`src/rtl/adc_pipe_decimator.sv`:
```
// adc_pipe_decimator: flushes stale encoder codes after enable, then sums
// 2^LOG2_OSR consecutive codes into one result and hands it to the back-end
// over valid/ready with a sticky overrun flag.
module adc_pipe_decimator #(
  parameter  int unsigned NUM_BITS     = 3,
  parameter  int unsigned LOG2_OSR     = 2,
  parameter  int unsigned PIPE_LATENCY = 2,
  localparam int unsigned SUM_BITS     = NUM_BITS + LOG2_OSR
) (
  input  logic                clk_i,
  input  logic                reset_ni,
  input  logic                en_i,
  input  logic                sample_i,
  input  logic [NUM_BITS-1:0] d_i,
  output logic [SUM_BITS-1:0] sum_o,
  output logic                valid_o,
  input  logic                ready_i,
  output logic                overrun_o,
  output logic                busy_o
);

  localparam int unsigned FLUSH_W = (PIPE_LATENCY > 1) ? $clog2(PIPE_LATENCY) : 1;
  localparam logic [FLUSH_W-1:0]  FLUSH_LAST =
    FLUSH_W'((PIPE_LATENCY > 0) ? (PIPE_LATENCY - 1) : 0);
  localparam logic [LOG2_OSR-1:0] CNT_LAST = '1;

  typedef enum logic [1:0] {
    IDLE  = 2'd0,
    FLUSH = 2'd1,
    ACCUM = 2'd2
  } state_e;

  state_e              state;
  logic [SUM_BITS-1:0] acc;
  logic [LOG2_OSR-1:0] smp_cnt;
  logic [FLUSH_W-1:0]  flush_cnt;

  logic                complete_c;
  logic [SUM_BITS-1:0] result_c;

  // A result completes on the strobe that fills the last slot of the group
  assign complete_c = en_i && sample_i && (state == ACCUM) && (smp_cnt == CNT_LAST);
  assign result_c   = acc + SUM_BITS'(d_i);

  // Control FSM: flush stale codes, then accumulate groups gap-free
  always_ff @(posedge clk_i) begin
    if (!reset_ni || !en_i) begin
      state     <= IDLE;
      acc       <= '0;
      smp_cnt   <= '0;
      flush_cnt <= '0;
      busy_o    <= 1'b0;
    end else begin
      case (state)
        IDLE: begin
          acc       <= '0;
          smp_cnt   <= '0;
          flush_cnt <= '0;
          busy_o    <= 1'b1;
          state     <= (PIPE_LATENCY == 0) ? ACCUM : FLUSH;
        end
        FLUSH: begin
          if (sample_i) begin
            if (flush_cnt == FLUSH_LAST) begin
              flush_cnt <= '0;
              state     <= ACCUM;
            end else begin
              flush_cnt <= flush_cnt + FLUSH_W'(1);
            end
          end
        end
        ACCUM: begin
          if (sample_i) begin
            smp_cnt <= smp_cnt + LOG2_OSR'(1);
            acc     <= complete_c ? '0 : result_c;
          end
        end
        default: begin
          state  <= IDLE;
          busy_o <= 1'b0;
        end
      endcase
    end
  end

  // Output register: load on completion unless an unconsumed result blocks it
  always_ff @(posedge clk_i) begin
    if (!reset_ni) begin
      sum_o     <= '0;
      valid_o   <= 1'b0;
      overrun_o <= 1'b0;
    end else if (complete_c) begin
      if (!valid_o || ready_i) begin
        sum_o   <= result_c;
        valid_o <= 1'b1;
      end else begin
        overrun_o <= 1'b1;
      end
    end else if (valid_o && ready_i) begin
      valid_o <= 1'b0;
    end
  end

endmodule

```
`config.mk`:
```
export PLATFORM = sky130hd
export DESIGN_NAME = adc_pipe_decimator
export DESIGN_NICKNAME = d
export VERILOG_FILES = /design/src/rtl/adc_pipe_decimator.sv
export SDC_FILE = /design/constraint.sdc
export NUM_CORES = 1
export LEC_CHECK = 0
export CORE_MARGIN = 8
export CORE_UTILIZATION = 45
export DETAILED_ROUTE_END_ITERATION = 7
export PLACE_DENSITY = 0.73
export SLEW_MARGIN = 30
export SYNTH_ARGS = -nofsm -noshare
export SYNTH_HDL_FRONTEND = slang
export SYNTH_SLANG_ARGS = --single-unit
export TNS_END_PERCENT = 50
```
`constraint.sdc`:
```
create_clock -name clk_i -period 1.6 [get_ports clk_i]
set_clock_uncertainty 0.05 [all_clocks]
set_input_delay 0.32 -clock clk_i [delete_from_list [all_inputs] [get_ports clk_i]]
set_output_delay 0.32 -clock clk_i [all_outputs]
set_load 0.01 [all_outputs]
```
==> flow_metrics.py <==
metrics = {
    "logic_synthesis": {
        "syn_nets": 112,
        "synth_edf_count": 0,
        "synth.distinct_cells": 33,
        "ys_seq_elements": 18,
        "synth.avg_cell_area_um2": 9.51,
        "synth_flop_cell": "dfxtp_1",
        "ys_warn_count": 0,
        "syn_inst": 95,
        "netlist_area_um2": 903,
        "ys_seq_area_share_pct": 39.9,
        "postSynth.asyncResetShare_pct": 0,
    },
    "route": {
        "drt_iter0_drc": 14,
        "wire_per_inst_um": 13.4,
        "final_antenna_net_count": 0,
        "wl_um": 2050,
        "vias": 784,
        "drc": 0,
        "drt_pre_antenna_iters": 4,
        "viasPerCell": 5.12,
    },
    "sta": {
        "rsz0062_at_grt": "true",
        "min_period_ns": 1.65,
        "final_max_slew_viol_count": 0,
        "setup_viol": 1,
        "hold_viol": 0,
        "finalCritPeriodShare_pct": 103,
        "timing.final.ws_setup_ns": -0.0509,
        "relSlewSlack_pct": 85.3,
        "worst-slew-pin-transition_ns": 0.218,
        "fmax_ghz": 0.606,
        "hold_slack_ns": 0.427,
    },
    "placement": {
        "dp_cells": 148,
        "io_buffer_count": 15,
        "routabilityCongestion": 0.820,
        "dpl.hpwl_um": 1470,
    },
    "layout": {
        "utilization_pct": 66.8,
        "layout_commonest_cell": "dfxtp_1",
        "fin_cells": 153,
        "final_cell_mix": "dfxtp_1 (16), buf_4 (15), nor2_1 (12), dlymetal6s2s_1 (8), mux2i_1 (7)",
        "nets": 144,
        "drive_gt1_share_pct": 24.6,
        "fillers": 164,
        "diodes": 0,
        "area_growth_pct": 42.1,
    },
    "clock_tree": {
        "cts_root_buf": "clkbuf_4",
        "cts_tree": "yes",
        "cts_buffers": 3,
        "htree_num_levels": 1,
        "ctsHoldBuffers": 0,
        "cts.sinks": 18,
        "cts.path.max_buffers": 2,
        "clk_pin_slew_ns": 0.12,
        "clkLatencyLatePin_ns": 0.31,
    },
    "worst_setup_path": {
        "cp_data_arrival_time_ns": 1.84,
        "crit_path_end": "acc[4]$_SDFFE_PP0P_",
        "reg2regPathDepth": 7,
        "critPathKind": "flip-flop to flip-flop",
        "cp.required_ns": 1.79,
        "crit_fanout": 2,
        "reg2reg_from": "acc[0]$_SDFFE_PP0P_",
        "r2r-end": "acc[4]$_SDFFE_PP0P_",
        "critPathCaptureType": "flip-flop",
        "cp-startpoint": "acc[0]$_SDFFE_PP0P_",
        "regToRegSetupSlack_ns": -0.05,
        "startpoint_type": "flip-flop",
    },
    "power": {
        "sw_frac_of_total_pct": 24.7,
        "p_leak_nw": 0.649,
        "power_uw": 865,
        "p_switching_uw": 214,
        "p_clk_share_pct": 34.4,
        "p_int_uw": 651,
        "power_frac_comb_pct": 12.7,
        "worst_ir_drop_vdd_uv": 400,
        "power.density_nw_per_um2": 674,
        "power_frac_seq_pct": 52.9,
    },
    "run": {
        "maxCapViolCount": 0,
    },
    "floorplanning": {
        "core_area_um2": 1920,
        "die_width_um": 60.8,
        "dieArea_um2": 3700,
        "rows": 16,
        "start_util_pct": 47.0,
        "io_pins": 16,
        "die_height_um": 60.8,
    },
    "run_status": {
        "failed_checks": "negative setup slack",
        "status": "finished with violations",
    },
    "global_routing": {
        "grt_max_degree": 11,
        "grt_pass1_vias": 778,
        "gr-total-overflow": 0,
        "grt_pass1_wl_um": 3330,
        "grt_use_total_pct": 12.0,
        "antenna_found_initial": 0,
    },
    "worst_hold_path": {
        "hp-class": "flip-flop to flip-flop",
    },
}
[cell type report]
| class | count | area, um2 | area share [%] |
|---|---|---|---|
| multi-input combinational | 69 | 552 | 43.0 |
| tap | 27 | 33.8 | 2.63 |
| clock buffer | 4 | 36.3 | 2.83 |
| timing repair buffer | 30 | 280 | 21.8 |
| sequential | 18 | 363 | 28.3 |
| inverter | 5 | 18.8 | 1.46 |
[how the worst min path moves through the flow]
stage | startpoint | to | cells past startpoint
finish | overrun_o$_SDFFE_PN0P_ | overrun_o$_SDFFE_PN0P_ | 1
global route | acc[4]$_SDFFE_PP0P_ | acc[4]$_SDFFE_PP0P_ | 2
CTS | overrun_o$_SDFFE_PN0P_ | overrun_o$_SDFFE_PN0P_ | 1
detailed placement | overrun_o$_SDFFE_PN0P_ | overrun_o$_SDFFE_PN0P_ | 1
global placement | overrun_o$_SDFFE_PN0P_ | overrun_o$_SDFFE_PN0P_ | 1
floorplan | smp_cnt[1]$_SDFFE_PP0P_ | smp_cnt[1]$_SDFFE_PP0P_ | 2
[sequential cells by signal, indices dropped and copies added, names as in the netlist]
signal	flops
acc	5
sum_o	5
smp_cnt	2
state	2
busy_o	1
flush_cnt	1
overrun_o	1
valid_o	1
[routing by layer]
layer,vias to the layer above,routed length (um),track usage [%]
li1,396,-,-
met1,371,989,14.0
met2,12,977,20.1
met3,5,40,1.91
met4,0,46,6.98
met5,-,0,0
[synthesized netlist by cell type (all sizes together), types with 2 or more instances]
cell type	n	area, um2
a21o	2	16.3
a22oi	2	15.0
nor2b	4	27.5
nor2	12	45.0
a21oi	6	30.0
nand4	2	12.5
ha	8	100
nand2	6	22.5
dfxtp	18	360
inv	5	18.8
buf	2	22.5
nand3b	3	22.5
mux2i	7	70.1
o21ai	2	10.0
[metrics by stage]
step                area [um2]  setup WS, ns  setup TNS [ns]
CTS                       1220        0.0200               0
floorplan                  903        0.0122               0
detailed placement        1170        -0.509           -3.32
global route              1280       -0.0980          -0.151
global placement          1170        -0.480           -3.16
finish                    1280       -0.0509         -0.0509
[power by group through the flow]
stage | Combinational (mW) | Sequential (mW) | Clock [mW]
2_1_floorplan | 0.0533 | 0.468 | 0
3_3_place_gp | 0.101 | 0.467 | 0
3_5_place_dp | 0.102 | 0.468 | 0
4_1_cts | 0.103 | 0.458 | 0.299
5_1_grt | 0.122 | 0.459 | 0.316
6_report | 0.110 | 0.458 | 0.298
[cell families (layout without fill, tap and decap cells)]
family	Yosys count	in the layout	synth area share, %
muxes	7	7	7.76
and+or+nand+nor	31	31	17.0
buffers and inverters	8	39	4.99
xor gates and xnor gates	2	2	1.94
AOI/OAI and AO/OA	20	20	15.1
DFF	18	18	39.9
adders and majority gates	9	9	13.3
[timing repair]
item,4_1_cts,5_1_grt
pin swaps,5,7
gates resized for setup,9,13
buffers inserted,0,1
setup endpoints to repair,5,14
[worst max-delay path, stage by stage (launching register included)]
cell and delay (ns):
dfxtp_2 0.37, ha_4 0.13, inv_2 0.03, fa_2 0.34, nor2b_1 0.18, o21ai_1 0.09
xor2_1 0.16, o31ai_1 0.22
Power figures use the tool's default switching activity.
